`src/rtl/vx_barrier_ctl_if.sv`:
```
// Barrier-control bundle between the warp scheduler, the barrier controller and the cluster barrier.
interface vx_barrier_ctl_if #(
    parameter int unsigned NUM_WARPS    = 8,
    parameter int unsigned NUM_BARRIERS = 4,
    parameter int unsigned NW_WIDTH     = $clog2(NUM_WARPS)
);
    localparam int unsigned NB_WIDTH = (NUM_BARRIERS > 1) ? $clog2(NUM_BARRIERS) : 1;

    logic                 wctl_valid;
    logic [NW_WIDTH-1:0]  wctl_wid;
    logic                 bar_valid;
    logic [NB_WIDTH-1:0]  bar_id;
    logic                 bar_is_global;
    logic [NW_WIDTH-1:0]  bar_size_m1;
    logic [NUM_WARPS-1:0] active_warps;

    logic                 gbar_req_valid;
    logic                 gbar_req_ready;
    logic [NB_WIDTH-1:0]  gbar_req_id;
    logic [NW_WIDTH-1:0]  gbar_req_size_m1;
    logic                 gbar_rsp_valid;
    logic [NB_WIDTH-1:0]  gbar_rsp_id;

    logic                 unlock_valid;
    logic [NUM_WARPS-1:0] unlock_mask;
    logic [NUM_WARPS-1:0] barrier_stalls;

    // Scheduler/cluster side.
    modport master (
        output wctl_valid, wctl_wid, bar_valid, bar_id, bar_is_global, bar_size_m1,
        output active_warps, gbar_req_ready, gbar_rsp_valid, gbar_rsp_id,
        input  gbar_req_valid, gbar_req_id, gbar_req_size_m1,
        input  unlock_valid, unlock_mask, barrier_stalls
    );

    // Barrier controller side.
    modport slave (
        input  wctl_valid, wctl_wid, bar_valid, bar_id, bar_is_global, bar_size_m1,
        input  active_warps, gbar_req_ready, gbar_rsp_valid, gbar_rsp_id,
        output gbar_req_valid, gbar_req_id, gbar_req_size_m1,
        output unlock_valid, unlock_mask, barrier_stalls
    );
endinterface

```
`src/rtl/vx_barrier_ctl.sv`:
```
// Warp barrier controller: holds warps at local/global barriers and releases them.
module vx_barrier_ctl #(
    parameter int unsigned NUM_WARPS    = 8,
    parameter int unsigned NUM_BARRIERS = 4,
    parameter int unsigned NW_WIDTH     = $clog2(NUM_WARPS)
) (
    input logic             clk,
    input logic             reset,
    vx_barrier_ctl_if.slave bus
);
    localparam int unsigned NB_WIDTH = (NUM_BARRIERS > 1) ? $clog2(NUM_BARRIERS) : 1;

    logic [NUM_WARPS-1:0]    lmask_q [NUM_BARRIERS];
    logic [NUM_WARPS-1:0]    lmask_d [NUM_BARRIERS];
    logic [NW_WIDTH-1:0]     count_q [NUM_BARRIERS];
    logic [NW_WIDTH-1:0]     count_d [NUM_BARRIERS];
    logic [NUM_WARPS-1:0]    gmask_q [NUM_BARRIERS];
    logic [NUM_WARPS-1:0]    gmask_d [NUM_BARRIERS];
    logic [NW_WIDTH-1:0]     gsize_q [NUM_BARRIERS];
    logic [NW_WIDTH-1:0]     gsize_d [NUM_BARRIERS];
    logic [NUM_BARRIERS-1:0] req_pend_q, req_pend_d;
    logic [NUM_BARRIERS-1:0] wait_q, wait_d;

    logic                    req_valid_q, req_valid_d;
    logic [NB_WIDTH-1:0]     req_id_q, req_id_d;
    logic [NW_WIDTH-1:0]     req_size_q, req_size_d;
    logic                    unlock_valid_q, unlock_valid_d;
    logic [NUM_WARPS-1:0]    unlock_mask_q, unlock_mask_d;
    logic [NUM_WARPS-1:0]    stalls_q, stalls_d;

    logic                    arrive;
    logic [NB_WIDTH-1:0]     bid;
    logic [NB_WIDTH-1:0]     rid;
    logic [NUM_WARPS-1:0]    wid_oh;
    logic                    handshake;

    assign arrive    = bus.wctl_valid && bus.bar_valid;
    assign bid       = bus.bar_id;
    assign rid       = bus.gbar_rsp_id;
    assign wid_oh    = NUM_WARPS'(1) << bus.wctl_wid;
    assign handshake = req_valid_q && bus.gbar_req_ready;

    // Next-state for barrier tables, request arbiter and release/stall outputs.
    always_comb begin
        lmask_d        = lmask_q;
        count_d        = count_q;
        gmask_d        = gmask_q;
        gsize_d        = gsize_q;
        req_pend_d     = req_pend_q;
        wait_d         = wait_q;
        req_valid_d    = req_valid_q;
        req_id_d       = req_id_q;
        req_size_d     = req_size_q;
        unlock_mask_d  = '0;
        unlock_valid_d = 1'b0;
        stalls_d       = '0;

        // Cluster release of a barrier we are waiting on.
        if (bus.gbar_rsp_valid && wait_q[rid]) begin
            unlock_mask_d = unlock_mask_d | gmask_q[rid];
            gmask_d[rid]  = '0;
            wait_d[rid]   = 1'b0;
        end

        // Local arrival: release on the last expected warp, otherwise record it.
        if (arrive && !bus.bar_is_global && ((lmask_q[bid] & wid_oh) == '0)) begin
            if (count_q[bid] == bus.bar_size_m1) begin
                unlock_mask_d = unlock_mask_d | lmask_q[bid] | wid_oh;
                lmask_d[bid]  = '0;
                count_d[bid]  = '0;
            end else begin
                lmask_d[bid]  = lmask_q[bid] | wid_oh;
                count_d[bid]  = count_q[bid] + NW_WIDTH'(1);
            end
        end

        // Global arrival: record it and raise a request once all active warps are in.
        if (arrive && bus.bar_is_global && ((gmask_q[bid] & wid_oh) == '0)) begin
            gmask_d[bid] = gmask_d[bid] | wid_oh;
            if ((((gmask_q[bid] | wid_oh) & bus.active_warps) == bus.active_warps)
                && !req_pend_q[bid] && !wait_q[bid]) begin
                req_pend_d[bid] = 1'b1;
                gsize_d[bid]    = bus.bar_size_m1;
            end
        end

        // Accepted request moves to waiting for the cluster response.
        if (handshake) begin
            req_pend_d[req_id_q] = 1'b0;
            wait_d[req_id_q]     = 1'b1;
        end

        // Present the lowest pending id; hold the current one until accepted.
        if (!req_valid_q || handshake) begin
            req_valid_d = 1'b0;
            req_id_d    = '0;
            req_size_d  = '0;
            for (int i = int'(NUM_BARRIERS) - 1; i >= 0; i--) begin
                if (req_pend_d[i]) begin
                    req_valid_d = 1'b1;
                    req_id_d    = NB_WIDTH'(i);
                    req_size_d  = gsize_d[i];
                end
            end
        end

        unlock_valid_d = (unlock_mask_d != '0);
        for (int i = 0; i < int'(NUM_BARRIERS); i++) begin
            stalls_d = stalls_d | lmask_d[i] | gmask_d[i];
        end
    end

    // State and output registers.
    always_ff @(posedge clk or negedge reset) begin
        if (!reset) begin
            for (int i = 0; i < int'(NUM_BARRIERS); i++) begin
                lmask_q[i] <= '0;
                count_q[i] <= '0;
                gmask_q[i] <= '0;
                gsize_q[i] <= '0;
            end
            req_pend_q     <= '0;
            wait_q         <= '0;
            req_valid_q    <= 1'b0;
            req_id_q       <= '0;
            req_size_q     <= '0;
            unlock_valid_q <= 1'b0;
            unlock_mask_q  <= '0;
            stalls_q       <= '0;
        end else begin
            lmask_q        <= lmask_d;
            count_q        <= count_d;
            gmask_q        <= gmask_d;
            gsize_q        <= gsize_d;
            req_pend_q     <= req_pend_d;
            wait_q         <= wait_d;
            req_valid_q    <= req_valid_d;
            req_id_q       <= req_id_d;
            req_size_q     <= req_size_d;
            unlock_valid_q <= unlock_valid_d;
            unlock_mask_q  <= unlock_mask_d;
            stalls_q       <= stalls_d;
        end
    end

    assign bus.gbar_req_valid   = req_valid_q;
    assign bus.gbar_req_id      = req_id_q;
    assign bus.gbar_req_size_m1 = req_size_q;
    assign bus.unlock_valid     = unlock_valid_q;
    assign bus.unlock_mask      = unlock_mask_q;
    assign bus.barrier_stalls   = stalls_q;
endmodule

```
`src/flat_wrapper.sv`:
```
// flat-port wrapper written by rule: the top's interface ports become plain ports
module vx_barrier_ctl_flat 
#(
    parameter int unsigned NUM_WARPS    = 8,
    parameter int unsigned NUM_BARRIERS = 4,
    parameter int unsigned NW_WIDTH     = $clog2(NUM_WARPS)
)
  (clk, reset, bus_wctl_valid, bus_wctl_wid, bus_bar_valid, bus_bar_id, bus_bar_is_global, bus_bar_size_m1, bus_active_warps, bus_gbar_req_ready, bus_gbar_rsp_valid, bus_gbar_rsp_id, bus_gbar_req_valid, bus_gbar_req_id, bus_gbar_req_size_m1, bus_unlock_valid, bus_unlock_mask, bus_barrier_stalls);
  vx_barrier_ctl_if #(.NUM_WARPS(NUM_WARPS), .NUM_BARRIERS(NUM_BARRIERS), .NW_WIDTH(NW_WIDTH)) bus_i ();
  input logic clk;
  input logic reset;
  input wire logic [$bits(bus_i.wctl_valid)-1:0] bus_wctl_valid;
  input wire logic [$bits(bus_i.wctl_wid)-1:0] bus_wctl_wid;
  input wire logic [$bits(bus_i.bar_valid)-1:0] bus_bar_valid;
  input wire logic [$bits(bus_i.bar_id)-1:0] bus_bar_id;
  input wire logic [$bits(bus_i.bar_is_global)-1:0] bus_bar_is_global;
  input wire logic [$bits(bus_i.bar_size_m1)-1:0] bus_bar_size_m1;
  input wire logic [$bits(bus_i.active_warps)-1:0] bus_active_warps;
  input wire logic [$bits(bus_i.gbar_req_ready)-1:0] bus_gbar_req_ready;
  input wire logic [$bits(bus_i.gbar_rsp_valid)-1:0] bus_gbar_rsp_valid;
  input wire logic [$bits(bus_i.gbar_rsp_id)-1:0] bus_gbar_rsp_id;
  output wire logic [$bits(bus_i.gbar_req_valid)-1:0] bus_gbar_req_valid;
  output wire logic [$bits(bus_i.gbar_req_id)-1:0] bus_gbar_req_id;
  output wire logic [$bits(bus_i.gbar_req_size_m1)-1:0] bus_gbar_req_size_m1;
  output wire logic [$bits(bus_i.unlock_valid)-1:0] bus_unlock_valid;
  output wire logic [$bits(bus_i.unlock_mask)-1:0] bus_unlock_mask;
  output wire logic [$bits(bus_i.barrier_stalls)-1:0] bus_barrier_stalls;
  assign bus_i.wctl_valid = bus_wctl_valid;
  assign bus_i.wctl_wid = bus_wctl_wid;
  assign bus_i.bar_valid = bus_bar_valid;
  assign bus_i.bar_id = bus_bar_id;
  assign bus_i.bar_is_global = bus_bar_is_global;
  assign bus_i.bar_size_m1 = bus_bar_size_m1;
  assign bus_i.active_warps = bus_active_warps;
  assign bus_i.gbar_req_ready = bus_gbar_req_ready;
  assign bus_i.gbar_rsp_valid = bus_gbar_rsp_valid;
  assign bus_i.gbar_rsp_id = bus_gbar_rsp_id;
  assign bus_gbar_req_valid = bus_i.gbar_req_valid;
  assign bus_gbar_req_id = bus_i.gbar_req_id;
  assign bus_gbar_req_size_m1 = bus_i.gbar_req_size_m1;
  assign bus_unlock_valid = bus_i.unlock_valid;
  assign bus_unlock_mask = bus_i.unlock_mask;
  assign bus_barrier_stalls = bus_i.barrier_stalls;
  vx_barrier_ctl #(.NUM_WARPS(NUM_WARPS), .NUM_BARRIERS(NUM_BARRIERS), .NW_WIDTH(NW_WIDTH)) u_core (.clk(clk), .reset(reset), .bus(bus_i));
endmodule
```
`config.mk`:
```
export PLATFORM = sky130hd
export DESIGN_NAME = vx_barrier_ctl_flat
export DESIGN_NICKNAME = d
export VERILOG_FILES = /design/src/rtl/vx_barrier_ctl_if.sv /design/src/rtl/vx_barrier_ctl.sv /design/src/flat_wrapper.sv
export SDC_FILE = /design/constraint.sdc
export NUM_CORES = 1
export LEC_CHECK = 0
export BUFFER_PORTS_ARGS = -buffer_cell sky130_fd_sc_hd__buf_2
export CORE_ASPECT_RATIO = 1.25
export CORE_MARGIN = 1
export CORE_UTILIZATION = 40
export DETAILED_ROUTE_END_ITERATION = 16
export GPL_TIMING_DRIVEN = 0
export HOLD_SLACK_MARGIN = 0.05
export PLACE_DENSITY = 0.61
export SLEW_MARGIN = 20
export SYNTH_ARGS = -nofsm -noshare
export SYNTH_HDL_FRONTEND = slang
export SYNTH_SLANG_ARGS = --single-unit
```
`constraint.sdc`:
```
create_clock -name clk -period 7.9 [get_ports clk]
set_input_delay 0.395 -clock clk [delete_from_list [all_inputs] [get_ports clk]]
set_output_delay 0.395 -clock clk [all_outputs]
set_load 0.005 [all_outputs]
```
==> results.tsv <==
metric	value	unit
clk_latency	430	ps
r2r_slack	4380	ps
tightest_slew	1050	ps
critPathRequiredTime	8170	ps
synth_seq_area_share	0.437	
final_nets	667	
leakage	3.73	nW
p_sw_frac	0.311	
setup_viol_count_final	0	
yosysMostFrequentCell	dfrtp_1	
hold_violations	0	
wire_per_inst	23.2	um
area_growth	17.4	%
max_freq	284	MHz
yosys.area.top_type	dfrtp_1	
synth-async-reset-ratio	1.00	
end_kind	flop	
slew_viol_final	0	
cp.arrival	3790	ps
synth-edff-count	0	
powerDensity	282	nW/um^2
grt_max_degree	82	
avgSynthCellArea	11.8	sq um
final_design_area_no_fill	8000	sq um
cts_hold_buf	1	
n_fill_cell	1525	
dpl.hpwl	14600	um
slowest_stage	nor4_1	
status	finished clean	
synth_nets	601	
grt_pass1_vias	5575	
firstDrtPassIters	7	
die-area	17600	sq um
dp.cells	841	
synth_top_area_share	0.437	
grt_util_all_layers	0.242	
pwr-share-seq	0.373	
relSlewSlack	0.295	
synth_area	6810	sq um
hold_path_end	u_core.req_pend_q[0]	
combPwrFrac	0.259	
cts-root-buf	clkbuf_16	
crit-reg2reg-capture	u_core.bus.barrier_stalls[3]	
coreArea	16700	sq um
netlist_top_cells_count	dfrtp_1, mux2_2, nand2_1	
r2r_cells	8	
finalPower	2.26	mW
remaining_drc_errors	0	
antenna_found_initial	0	
grt_pass1_wl	31600	um
synth-main-ff-cell	dfrtp_1	
die_y	148	um
cts_tree	done	
ir_worst_vdd	0.152	mV
cts.sinks	119	
place.gp.congestion	0.921	
ctsResizeCount	0	
placed_area	7350	sq um
ys_ff_latch	119	
ant_nets	0	
ys_warn_count	0	
vias_per_cell	6.09	
p_sw	0.701	mW
postCtsSetupRepairBufs	0	
r2r-start	u_core.gmask_q[2]	
drive_above_1_share	0.309	
post-route-util	0.479	
instances_no_fill	874	
rsz0062_at_grt	no	
period_share	0.445	
hold_depth	2	
path_class	flop to flop	
clk_pin_slew	60	ps
min_path_type	primary input to flop	
p_clk_frac	0.368	
grt_overflow_total	0	
ctsLongestPathBuffers	2	
io_buffer_count	45	
fin_skew	9.27	ps
routed_wl	20300	um
crit_chain	mux4_2 > a22o_1 > a2111oi_2 > nand3_2 > buf_2 > mux2i_1 > nor4_1 > nand2_1	
start_util	0.408	
maxCapViolCount	0	
antennaDiodeCount	0	
row_count	53	
start_kind	flop	
cp_max_fo	10	
htreeDepth	4	
critPathMaxStageDelay	810	ps
vias	5320	
fin_crit	3520	ps
synthTopCellsByArea	dfrtp_1, mux2_2, mux4_2	
timing.setup.tns	0	ps
cts_made_buffers	17	
hp-start	bus_gbar_req_ready	
dieWidth	119	um
ios	48	
drt-initial-drc-count	447	
synthDistinctLibCells	72	
synth_cells	575	
internal_power	1.56	mW
==> power by group through the flow <==
stage / clock, mW / sequential (mW) / combinational, mW
floorplan: 0 / 0.819 / 0.398
global placement: 0 / 0.837 / 0.559
detailed placement: 0 / 0.846 / 0.580
CTS: 0.843 / 0.837 / 0.583
global route: 0.878 / 0.857 / 0.631
finish: 0.831 / 0.841 / 0.584
==> worst max-delay path by stage <==
| stage | cells past startpoint | to | slack [ps] | startpoint |
|---|---|---|---|---|
| floorplan | 9 | u_core.bus.barrier_stalls[2] | 4700 | bus_bar_id[0] |
| global placement | 10 | u_core.bus.barrier_stalls[4] | 4110 | bus_bar_id[0] |
| detailed placement | 10 | u_core.bus.barrier_stalls[4] | 4030 | bus_bar_id[0] |
| CTS | 8 | u_core.bus.barrier_stalls[4] | 4460 | u_core.lmask_q[21] |
| global route | 8 | u_core.bus.barrier_stalls[3] | 4260 | u_core.gmask_q[2] |
| finish | 8 | u_core.bus.barrier_stalls[3] | 4380 | u_core.gmask_q[2] |
==> worst max-delay path: cells and delay by family (launching register included) <==
kind	cells	cell delay [ps]
AO/OA/AOI/OAI	2	640
buffers and inverters	1	340
flip-flops	1	430
multiplexers	2	670
AND/OR/NAND/NOR	3	1270
==> cell usage in the layout (no fill, tap or decap), types with 10 or more instances in the layout <==
cell	Yosys	routed
mux4_2	17	17
dfrtp_1	119	119
mux2_2	58	58
nor2_1	27	27
o21ai_0	17	17
mux2i_1	34	34
buf_2	8	52
buf_6	9	10
clkbuf_16	0	17
mux4_1	11	11
nand2_1	48	48
nand3_1	39	39
==> routing by layer <==
metal,routed length [um],global-route usage,part of all wire,vias to the layer above
met1,7780,0.281,0.38,2660
met4,995,0.127,0.049,0
met2,10200,0.420,0.50,250
met3,1270,0.0517,0.063,65
li1,-,-,-,2345
met5,0,0,0,-
==> final cells by class <==
cell class                      instances  area (sq um)  share of cell area
Sequential cell                       119          2980               0.372
Tap cell                              220           275              0.0344
Multi-Input combinational cell        411          3520               0.440
Clock buffer                           18           439              0.0549
Timing Repair Buffer                   47           269              0.0336
Buffer                                 36           282              0.0352
Inverter                                9          33.8             0.00422
Clock inverter                         14           200              0.0250
==> state kept, by name, summed over array words and instances, names as in the netlist <==
signal                       cells
u_core.count_q                  12
u_core.req_pend_q                4
u_core.gsize_q                  12
u_core.bus.unlock_valid          1
u_core.gmask_q                  32
u_core.bus.gbar_req_size_m1      3
u_core.bus.gbar_req_valid        1
u_core.bus.gbar_req_id           2
u_core.lmask_q                  32
u_core.bus.barrier_stalls        8
u_core.wait_q                    4
u_core.bus.unlock_mask           8
==> logic make-up after synthesis <==
family | count (synthesis) | share of synthesized area
simple gates | 194 | 0.155
mux | 122 | 0.248
flops | 119 | 0.437
compound gates | 90 | 0.107
buf+inv | 45 | 0.0463
xor+xnor | 4 | 0.00514
fa+ha+maj | 1 | 0.00184
==> per-stage QoR <==
step / setup WS [ps] / hold WS, ps
floorplan: 4700 / 99.4
global placement: 4110 / 475
detailed placement: 4030 / 319
CTS: 4460 / 224
global route: 4260 / 231
finish: 4380 / 231
(Power assumes the default switching activity.)
